### src/rtl/rng_scheduler.sv
// Round-robin front end for the shared xorshift128 PRNG: seed/warm-up sequencing
// and per-grant uniform sampling in [0, bound) by masked rejection.
module rng_scheduler #(
    parameter int NREQ      = 4,
    parameter int WIDTH     = 8,
    parameter int WARMUP    = 16,
    parameter int MAX_TRIES = 8
) (
    input  logic                    clk,
    input  logic                    rst,
    input  logic [127:0]            seed,
    input  logic                    reseed,
    output logic                    rng_rst,
    input  logic [31:0]             rng_out,
    input  logic [NREQ-1:0]         req,
    input  logic [NREQ*WIDTH-1:0]   bound,
    output logic [NREQ-1:0]         ack,
    output logic [WIDTH-1:0]        rand_data,
    output logic                    ready
);

    localparam int SW = $clog2(NREQ);
    localparam int WW = $clog2(WARMUP + 1);
    localparam int TW = $clog2(MAX_TRIES + 1);

    typedef enum logic [2:0] {SEED, WARM, IDLE, SAMPLE, ACK} state_t;

    state_t          state;
    logic [SW-1:0]   rr_ptr, sel, pick;
    logic            pick_vld;
    logic [WIDTH-1:0] bnd, cand, mask;
    logic            accept;
    logic            reseed_pending;
    logic [WW-1:0]   wcnt;
    logic [TW-1:0]   tries;

    // seed is wired straight to the PRNG; this block only sequences its load
    logic unused_bits;
    assign unused_bits = ^{seed, rng_out[31:WIDTH]};

    function automatic logic [WIDTH-1:0] mask_of(input logic [WIDTH-1:0] b);
        logic [WIDTH-1:0] m;
        m = b - WIDTH'(1);
        for (int s = 1; s < WIDTH; s = s * 2)
            m = m | (m >> s);
        return m;
    endfunction

    // first requester at or after rr_ptr, wrapping
    always_comb begin
        int idx;
        pick_vld = 1'b0;
        pick     = '0;
        idx      = 0;
        for (int k = NREQ - 1; k >= 0; k--) begin
            idx = int'(rr_ptr) + k;
            if (idx >= NREQ) idx = idx - NREQ;
            if (req[idx]) begin
                pick_vld = 1'b1;
                pick     = idx[SW-1:0];
            end
        end
    end

    assign mask    = mask_of(bnd);
    assign cand    = rng_out[WIDTH-1:0] & mask;
    assign accept  = (bnd == '0) || (cand < bnd);
    assign ready   = (state == IDLE) || (state == SAMPLE) || (state == ACK);
    assign rng_rst = (state == SEED) && !rst;

    always_ff @(posedge clk) begin
        if (rst) begin
            state          <= SEED;
            ack            <= '0;
            rand_data      <= '0;
            rr_ptr         <= '0;
            sel            <= '0;
            bnd            <= '0;
            reseed_pending <= 1'b0;
            wcnt           <= '0;
            tries          <= '0;
        end else begin
            ack       <= '0;
            rand_data <= '0;
            if (reseed) reseed_pending <= 1'b1;
            case (state)
                SEED: begin
                    wcnt  <= '0;
                    state <= WARM;
                end
                WARM: begin
                    if (wcnt == WW'(WARMUP - 1)) state <= IDLE;
                    else                         wcnt  <= wcnt + WW'(1);
                end
                IDLE: begin
                    if (reseed_pending) begin
                        reseed_pending <= reseed;
                        state          <= SEED;
                    end else if (pick_vld) begin
                        sel   <= pick;
                        bnd   <= bound[pick*WIDTH +: WIDTH];
                        tries <= '0;
                        state <= SAMPLE;
                    end
                end
                SAMPLE: begin
                    if (accept) begin
                        rand_data <= cand;
                        ack       <= NREQ'(1) << sel;
                        state     <= ACK;
                    end else if (tries == TW'(MAX_TRIES - 1)) begin
                        // mask < 2*bound, so this stays below bound
                        rand_data <= cand - bnd;
                        ack       <= NREQ'(1) << sel;
                        state     <= ACK;
                    end else begin
                        tries <= tries + TW'(1);
                    end
                end
                ACK: begin
                    rr_ptr <= (sel == SW'(NREQ - 1)) ? '0 : sel + SW'(1);
                    state  <= IDLE;
                end
                default: state <= SEED;
            endcase
        end
    end

endmodule

### config.mk
export PLATFORM = sky130hd
export DESIGN_NAME = rng_scheduler
export DESIGN_NICKNAME = d
export VERILOG_FILES = /design/src/rtl/rng_scheduler.sv
export SDC_FILE = /design/constraint.sdc
export NUM_CORES = 1
export LEC_CHECK = 0
export CORE_MARGIN = 3
export CORE_UTILIZATION = 36
export CTS_BUF_LIST = sky130_fd_sc_hd__clkbuf_4 sky130_fd_sc_hd__clkbuf_8
export DETAILED_ROUTE_END_ITERATION = 10
export HOLD_SLACK_MARGIN = 0.12
export PLACE_DENSITY = 0.95
export SLEW_MARGIN = 25
export SYNTH_ARGS = -nofsm -noshare
export SYNTH_HDL_FRONTEND = slang
export SYNTH_SLANG_ARGS = --single-unit
### constraint.sdc
create_clock -name clk -period 5.9 [get_ports clk]
set_input_delay 1.18 -clock clk [delete_from_list [all_inputs] [get_ports clk]]
set_output_delay 1.18 -clock clk [all_outputs]
set_load 0.01 [all_outputs]
Word level (Yosys, flattened, before mapping) --
Cells that the tools add are included.
Word-level totals: register bits 37, input port bits 199, output and inout bits 14, logic and storage cells 112
Cells by class: add/subtract/negate cells 12, order comparisons 9, equal/unequal tests 15, shift-type cells 2, mux-type cells 45, bitwise gates (word level) 6, reductions and logical operators 14
Operators by type and width (number):
- < comparator 32 x 4 -> 1 bit, second input constant | 4
- two-way mux 32 bit | 4
- indexed part select 32 x 6 -> 8 bit | 1
- two-way mux 4 bit | 6
- two-way mux 8 bit | 2
- two-way mux 1 bit | 15
- two-way mux 3 bit | 5
- one-hot mux 3 bit (5 select lines) | 1
- inequality test 2 bit, second input constant | 6
- subtractor 3 x 3 -> 4 bit, second input constant | 3
- two-way mux 2 bit | 5
- one-hot mux 5 bit (2 select lines) | 1
- greater-or-equal comparator 3 bit, second input constant | 3
- AND 8 bit | 1
- binary-select mux 1 bit (select 2 bit) | 4
- logical NOT 8 bit | 1
- < comparator 8 bit | 1
- OR 8 x 4 -> 8 bit | 1
- OR 8 x 6 -> 8 bit | 1
- OR 8 x 7 -> 8 bit | 1
- one-hot mux 4 bit (2 select lines) | 1
- subtractor 8 x 1 -> 8 bit, second input constant | 1
- subtractor 8 bit | 1
- adder 2 x 2 -> 3 bit, second input constant | 2
- 26 further kinds | 32

Logic depth before layout (Yosys ltp) --
Gate-level depths: netlist of the first run.
word-level depth 13, mapped depth 17, gate-level depth less buffers 16

Worst setup path after synthesis of the first run --
OpenSTA, ideal clock, no wires.
kind reg2reg, start point register bnd[0], end point register tries[0], setup time 63 ps, data arrival time 3508 ps, path slack 2328 ps, stages on the path, launching flop included 18, path through dfxtp_1 -> inv_1 -> ha_1 -> clkbuf_1 -> o21ba_2 -> nor2_1 -> o32ai_1 -> nand4_1 -> o21ai_0 -> ha_1 -> inv_1 -> fa_1 -> a211o_1 -> a211oi_2 -> nor3_4 -> nor3b_4 -> mux2_4 -> nor2_2
On the way: cells in the longest elaborated chain, start to end 9, elaborated cells between the ends (all ways) 10
RTL lines:
- start: declaration | line 31 | logic [WIDTH-1:0] bnd, cand, mask;
- start signal: assignment | line 101 | bnd <= bound[pick*WIDTH +: WIDTH];
- subtractor 8 x 1 -> 8 bit | line 43 | m = b - WIDTH'(1);
- OR 8 x 7 -> 8 bit | line 45 | m = m | (m >> s);
- OR 8 x 6 -> 8 bit | line 45
- OR 8 x 4 -> 8 bit | line 45
- AND 8 bit | line 66 | assign cand = rng_out[WIDTH-1:0] & mask;
- < comparator 8 bit | line 67 | assign accept = (bnd == '0) || (cand < bnd);
- logical OR 1 bit * | line 67
- inequality test 2 bit (no line) *
- AND reduction 5 bit (no line) *
- end signal: assignment | line 117 | tries <= tries + TW'(1);
- end: declaration | line 35 | logic [TW-1:0] tries;
Every way passes the cells marked *; elsewhere a longest branch is shown, timed or not. A chain may end at the register's enable or synchronous reset.

Final worst setup path of the first run --
start point register bnd[1], end point register state[1]
On the way: cells in the longest elaborated chain, start to end 9, elaborated cells between the ends (all ways) 12
RTL lines:
- subtractor 8 x 1 -> 8 bit | line 43
- OR 8 x 7 -> 8 bit | line 45
- OR 8 x 6 -> 8 bit | line 45
- OR 8 x 4 -> 8 bit | line 45
- AND 8 bit | line 66
- < comparator 8 bit | line 67
- logical OR 1 bit * | line 67
- two-way mux 3 bit / inequality test 3 x 2 -> 1 bit (equally long branches)
- one-hot mux 3 bit (5 select lines) / AND reduction 3 bit (equally long branches)
- end signal: assignment | line 73 | state <= SEED;
- end signal: assignment | line 89 | state <= WARM;
- end signal: assignment | line 110 | state <= ACK;
- end: declaration | line 28 | state_t state;
Marked as above.

==> results of run 1 <==
==> layout by cell type (no fill, tap or decap), drive strengths merged, types with 3 or more instances in the layout <==
cell           count
or2                4
or3               13
o21ai             21
nand3b             5
nand4              4
clkdlybuf4s50     60
o211ai             3
nand3              4
ha                18
clkbuf             7
nor2b              4
nand2b             5
inv               22
a21oi             17
nor3               7
a21boi             3
nor2              23
mux2i             19
nand2             19
xnor2              7
a22oi              3
and2               6
nor4               5
dfxtp             37
and3               3
mux2               9
o2bb2ai            4
==> metal layers <==
metal	share of wire (%)	track usage [%]	wire, microns	up-vias
met5	0	0	0	-
li1	-	-	-	1182
met4	1.3	4.72	77	0
met3	6.2	2.92	372	7
met1	44	18.2	2610	1075
met2	49	24.6	2910	95
==> area by class of cell <==
cell class                      count  area, sq um  share of cell area, %
Inverter                           22         82.6                   2.46
Timing Repair Buffer               62          616                   18.3
Tap cell                           96          120                   3.58
Multi-Input combinational cell    231         1710                   50.9
Clock buffer                        7         90.1                   2.68
Sequential cell                    37          741                   22.0
==> state kept, by name (all words and copies together) (netlist names) <==
| register | count |
|---|---|
| reseed_pending | 1 |
| rand_data | 8 |
| sel | 2 |
| rr_ptr | 2 |
| state | 3 |
| wcnt | 5 |
| tries | 4 |
| bnd | 8 |
| ack | 4 |
==> power by group <==
part	internal, mW	switching (mW)	total, mW
Sequential	0.256	0.00873	0.265
Clock	0.0972	0.0849	0.182
Combinational	0.0880	0.0750	0.163
==> path summary, 6_finish.rpt <==
path / start / slack (ns) / cells past startpoint / endpoint
min: tries[3] / 0.50 / 2 / tries[3]
max reg2reg: bnd[1] / 1.97 / 16 / state[1]
min reg2reg: tries[3] / 0.50 / 2 / tries[3]
max: bnd[1] / 1.97 / 16 / state[1]
==> critical path, stage by stage (launching register included) <==
cell and delay [ns]:
dfxtp_1 0.39, inv_1 0.16, ha_1 0.31, o21ba_2 0.29
nor2_1 0.04, o32ai_1 0.29, nand4_1 0.21, o21ai_0 0.21
ha_1 0.19, inv_1 0.06, fa_1 0.42, a211o_1 0.32
a211oi_2 0.27, nor3_4 0.11, nor3b_4 0.20, a21oi_1 0.18
a21oi_1 0.12
==> kinds of logic (layout without fill, tap and decap cells) <==
group	Yosys count	count (layout)	share of synthesized area, %
AND/OR/NAND/NOR	107	107	24.1
AO/OA/AOI/OAI	68	68	17.6
flip-flops	37	37	28.7
buffers and inverters	33	91	5.57
multiplexers	28	28	11.4
adder cells (fa/ha/maj)	19	19	9.50
XOR/XNOR	9	9	3.05
==> stage by stage <==
step           hold slack [ns]  setup WS [ns]  utilization [%]  total power [mW]
6_report                 0.496           1.97             48.9             0.610
5_1_grt                  0.519           1.67             48.9             0.642
4_1_cts                  0.497           1.97             48.8             0.614
3_5_place_dp             0.487           2.01             47.5             0.430
3_3_place_gp             0.469           2.14             47.5             0.424
2_1_floorplan            0.455           2.33                -             0.375
==> impl_metrics.py, run 1 <==
metrics = {
    "global_routing": {
        "first_global_vias": 2193,
        "grt_max_degree": 30,
        "grt_pass1_wl_mm": 9.83,
        "antenna_found_initial": 0,
        "grt_use_total_pct": 14.5,
        "grt-ovfl-total": 0,
    },
    "clocking": {
        "cts_buffer_depth": 2,
        "post_cts_buffers": 0,
        "numCtsBuffers": 5,
        "clock_latency_ns": 0.29,
        "root_buffer": "clkbuf_8",
        "cts_num_sinks": 37,
        "cts_hold_buffers": 0,
        "ctsResizeCount": 0,
        "clk_pin_slew_ns": 0.07,
        "cts_tree": "built",
        "htree_levels": 2,
    },
    "placement": {
        "placed_area_sq_um": 3260,
        "place_hpwl_mm": 4.61,
        "placedCellCount": 448,
        "io_buffers": 60,
        "gp_congestion": 0.915,
    },
    "die": {
        "dieArea_sq_um": 8220,
        "initial_core_util_pct": 37.6,
        "fp-row-count": 30,
        "core_sq_um": 6870,
        "io-pin-count": 213,
        "die_w_microns": 90.7,
        "dieHeight_microns": 90.7,
    },
    "drt": {
        "first_iter_violations": 129,
        "wl_per_cell_microns": 13.1,
        "wl_mm": 5.97,
        "vias_per_cell": 5.18,
        "antenna_left": 0,
        "vias": 2359,
        "first_pass_iters": 4,
        "route.detailed.drc": 0,
    },
    "sta": {
        "fin_worst_skew_ns": 0.00419,
        "tightest_slew_ns": 0.710,
        "fin_crit_sh_pct": 66.7,
        "maxSlewViolCount": 0,
        "setup_viol": 0,
        "hold_violations": 0,
        "slew_headroom_pct": 52.3,
        "fin_tns_setup_ns": 0,
        "min_period_ns": 3.93,
        "timing.fmax_ghz": 0.254,
        "grt_setup_unrepaired": "false",
    },
    "synthesis": {
        "syn_avg_cell_area_sq_um": 8.58,
        "synth_cells": 301,
        "ys_ff_latch": 37,
        "synth_nets": 519,
        "synth_top_cell_area_share_pct": 28.7,
        "synth.most_common_cell": "dfxtp_1",
        "async_flop_share_pct": 0,
        "yosysUniqueCellTypes": 57,
        "synth_area_sq_um": 2580,
        "yosys_warnings": 0,
        "synth_top_area_cell": "dfxtp_1",
        "synth_edf_count": 0,
        "synthFlopType": "dfxtp_1",
        "seq_area_frac_synth_pct": 28.7,
        "ys_top_cells_by_area": "dfxtp_1 (29%), ha_1 (8.7%), mux2i_1 (7.4%)",
        "synth_common_cells": "dfxtp_1 (37), inv_1 (22), nor2_1 (22)",
    },
    "min_path": {
        "hp-class": "reg -> reg",
    },
    "setup_path": {
        "critPathKind": "reg -> reg",
        "crit_path_end_kind": "register",
        "path_max_fanout": 8,
        "cp_data_arrival_time_ns": 4.07,
        "cp.required_ns": 6.04,
        "critPathLaunchType": "register",
    },
    "power": {
        "powerDensity_nw_per_um2": 182,
        "ir_worst_vdd_v": 0.0000901,
        "p_leak_nw": 1.22,
    },
    "flow_run": {
        "maxCapViolations": 0,
    },
    "layout": {
        "fin_nets": 577,
        "instances_no_fill": 455,
        "drive_gt1_share_pct": 10.6,
        "n_fill_cell": 637,
        "num_antenna_cells": 0,
        "area_delta_synth_final_pct": 30.2,
        "design_area_sq_um": 3360,
    },
    "status": {
        "outcome": "finished, final reports clean",
    },
}
(Power assumes the default switching activity.)
==> run 2: changes to the inputs <==
--- a/config.mk
+++ b/config.mk
@@ -6,11 +6,11 @@
 export NUM_CORES = 1
 export LEC_CHECK = 0
 export CORE_MARGIN = 3
-export CORE_UTILIZATION = 36
+export CORE_UTILIZATION = 34
 export CTS_BUF_LIST = sky130_fd_sc_hd__clkbuf_4 sky130_fd_sc_hd__clkbuf_8
 export DETAILED_ROUTE_END_ITERATION = 10
 export HOLD_SLACK_MARGIN = 0.12
-export PLACE_DENSITY = 0.95
+export PLACE_DENSITY = 0.94
 export SLEW_MARGIN = 25
 export SYNTH_ARGS = -nofsm -noshare
 export SYNTH_HDL_FRONTEND = slang
==> constraint.sdc (replaced) <==
create_clock -name clk -period 4.15 [get_ports clk]
set_input_delay 0.83 -clock clk [delete_from_list [all_inputs] [get_ports clk]]
set_output_delay 0.83 -clock clk [all_outputs]
set_load 0.01 [all_outputs]
==> run 2 against run 1 <==
Cell count up 1.1%. Power grew 52%. Routed wire length grew 3.1%. Worst hold slack improved by 0.00072 ns. Sequential share of layout area decreased by 0.23 points. Register-to-register slack got worse by 1.7 ns. Fmax up 1.6%. Die area increased by 5.5%. Setup slack lost 1.7 ns. Final area up 1.0%. Via count shrank 0.30%. Utilization fell by 2.4 points. Largest cell class unchanged.
==> impl_metrics.py, run 2 (synthesis results as in run 1) <==
metrics = {
    "layout": {
        "fin_nets": 578,
        "largestRegisters": "bnd (8), rand_data (8), wcnt (5)",
        "final_common_cell": "clkdlybuf4s50_1",
        "num_antenna_cells": 0,
        "multi_input_area_sq_um": 1710,
        "drive_gt1_share_pct": 11.4,
        "area_delta_synth_final_pct": 31.5,
        "regArea_sq_um": 741,
        "final_cell_mix": "clkdlybuf4s50_1 (60), dfxtp_1 (37), inv_1 (22), nor2_1 (22)",
        "n_fill_cell": 692,
    },
    "sta": {
        "grt_setup_unrepaired": "false",
        "fin_worst_skew_ns": 0.00640,
        "setup_viol": 0,
        "fin_tns_setup_ns": 0,
        "hold_violations": 0,
        "tightest_slew_ns": 0.565,
        "maxSlewViolCount": 0,
        "fin_crit_sh_pct": 93.3,
        "slew_headroom_pct": 62.3,
        "timing.fmax_ghz": 0.258,
        "min_period_ns": 3.87,
    },
    "setup_path": {
        "crit_end": "tries[0]",
        "cp_data_arrival_time_ns": 4.11,
        "critPathLaunchType": "register",
        "crit_slowest_cell": "dfxtp_1",
        "critPathKind": "reg -> reg",
        "rr_endpoint": "tries[0]",
        "cp_num_buf_inv": 2,
        "r2r_slack_ns": 0.28,
        "path_cells": "inv_1 -> ha_1 -> o21ba_2 -> nor2_1 -> o32ai_2 -> nand4_1 -> o21ai_0 -> ha_1 -> inv_1 -> fa_1 -> a211o_1 -> a211oi_2 -> nor3_4 -> nor3b_4 -> mux2_4 -> nor2_2",
        "crit_path_start": "bnd[0]",
        "crit_family": "compound AO/OA/AOI/OAI gates",
        "reg2reg_depth": 16,
        "crit_path_end_kind": "register",
        "path_max_fanout": 8,
        "r2r-start": "bnd[0]",
        "max_stage_delay_ns": 0.43,
        "cp.required_ns": 4.39,
        "crit_cells": 16,
    },
    "die": {
        "initial_core_util_pct": 35.4,
        "core_sq_um": 7290,
        "dieHeight_microns": 93.1,
        "dieArea_sq_um": 8670,
        "io-pin-count": 213,
        "fp-row-count": 31,
        "die_w_microns": 93.1,
    },
    "global_routing": {
        "grt_use_total_pct": 14.3,
        "grt_pass1_wl_mm": 10.4,
        "first_global_vias": 2329,
        "grt-ovfl-total": 0,
        "antenna_found_initial": 0,
        "grt_max_degree": 29,
    },
    "power": {
        "netSwitchingFraction_pct": 28.0,
        "power_frac_clock_pct": 34.1,
        "cell_internal_pwr_uw": 669,
        "ir_worst_vdd_v": 0.000120,
        "powerDensity_nw_per_um2": 274,
        "p_leak_nw": 1.23,
        "p_seq_share_pct": 40.4,
        "combPwrFrac_pct": 25.5,
        "power_uw": 929,
        "switching_power_uw": 260,
    },
    "clocking": {
        "cts_buffer_depth": 2,
        "post_cts_buffers": 0,
        "clock_latency_ns": 0.29,
        "cts_tree": "built",
        "clk_pin_slew_ns": 0.07,
        "htree_levels": 2,
        "cts_num_sinks": 37,
        "root_buffer": "clkbuf_8",
        "numCtsBuffers": 5,
    },
    "drt": {
        "wl_mm": 6.15,
        "first_iter_violations": 115,
        "antenna_left": 0,
        "vias": 2352,
        "first_pass_iters": 4,
        "wl_per_cell_microns": 13.4,
        "route.detailed.drc": 0,
        "vias_per_cell": 5.11,
    },
    "placement": {
        "io_buffers": 60,
        "gp_congestion": 0.922,
        "place_hpwl_mm": 4.61,
    },
    "flow_run": {
        "maxCapViolations": 0,
    },
    "status": {
        "outcome": "finished, final reports clean",
    },
    "min_path": {
        "hp-class": "reg -> reg",
    },
}
==> run 2: changes by cell type in the layout (fill, tap and decap cells not counted), sizes merged <==
cell / before / now
clkinv: 0 / 1
clkbuf: 7 / 5
buf: 2 / 3
bufinv: 0 / 1
clkinvlp: 0 / 1
==> run 2: power groups by stage <==
stage	clock network, mW	registers [mW]	logic [mW]
finish	0.317	0.375	0.237
global route	0.339	0.377	0.260
CTS	0.323	0.375	0.234
detailed placement	0	0.383	0.230
global placement	0	0.382	0.221
floorplan	0	0.379	0.154
==> run 2: layout make-up <==
class                           count  area share (%)
Multi-Input combinational cell    231            50.4
Inverter                           22            2.43
Clock inverter                      3            1.36
Sequential cell                    37            21.8
Clock buffer                        5            2.03
Timing Repair Buffer               63            18.4
Tap cell                           99            3.65
==> run 2: worst register-to-register path: cells and delay by family, from the launching register on <==
family,cells,cell delay [ns]
buffers and inverters,2,0.17
muxes,1,0.31
AOI/OAI and AO/OA,5,1.34
DFF,1,0.43
adders and majority gates,3,0.94
and+or+nand+nor,5,0.63
==> run 2: stage by stage <==
stage | setup slack (ns) | util [%] | cells | area (sq um) | hold WS (ns)
after floorplan | 0.578 | - | 301 | 2580 | 0.455
after global placement | 0.379 | 44.9 | 452 | 3270 | 0.470
after detailed placement | 0.242 | 44.9 | 452 | 3270 | 0.483
after CTS | 0.227 | 46.4 | 460 | 3390 | 0.493
after global routing | 0.0320 | 46.6 | 460 | 3390 | 0.538
final | 0.276 | 46.6 | 460 | 3390 | 0.496
==> run 2: per-layer routing <==
| metal | global-route usage [%] | part of all wire [%] |
|---|---|---|
| met1 | 18.3 | 45 |
| met2 | 24.4 | 49 |
| met3 | 2.25 | 5.2 |
| met4 | 4.64 | 1.0 |
| met5 | 0 | 0 |
==> run 2: what timing repair did <==
action / 4_1_cts / 5_1_grt
endpoints found under the setup margin: 0 / 9
resized for setup: 0 / 1
hold buffers: 0 / 0
==> run 2: how the worst min path moves through the flow <==
stage	startpoint	to	slack [ns]	depth (start not counted)
global route	sel[1]	sel[1]	0.54	2
global placement	tries[3]	tries[3]	0.47	2
finish	tries[3]	tries[3]	0.50	2
floorplan	tries[3]	tries[3]	0.46	2
CTS	tries[3]	tries[3]	0.49	2
detailed placement	tries[3]	tries[3]	0.48	2
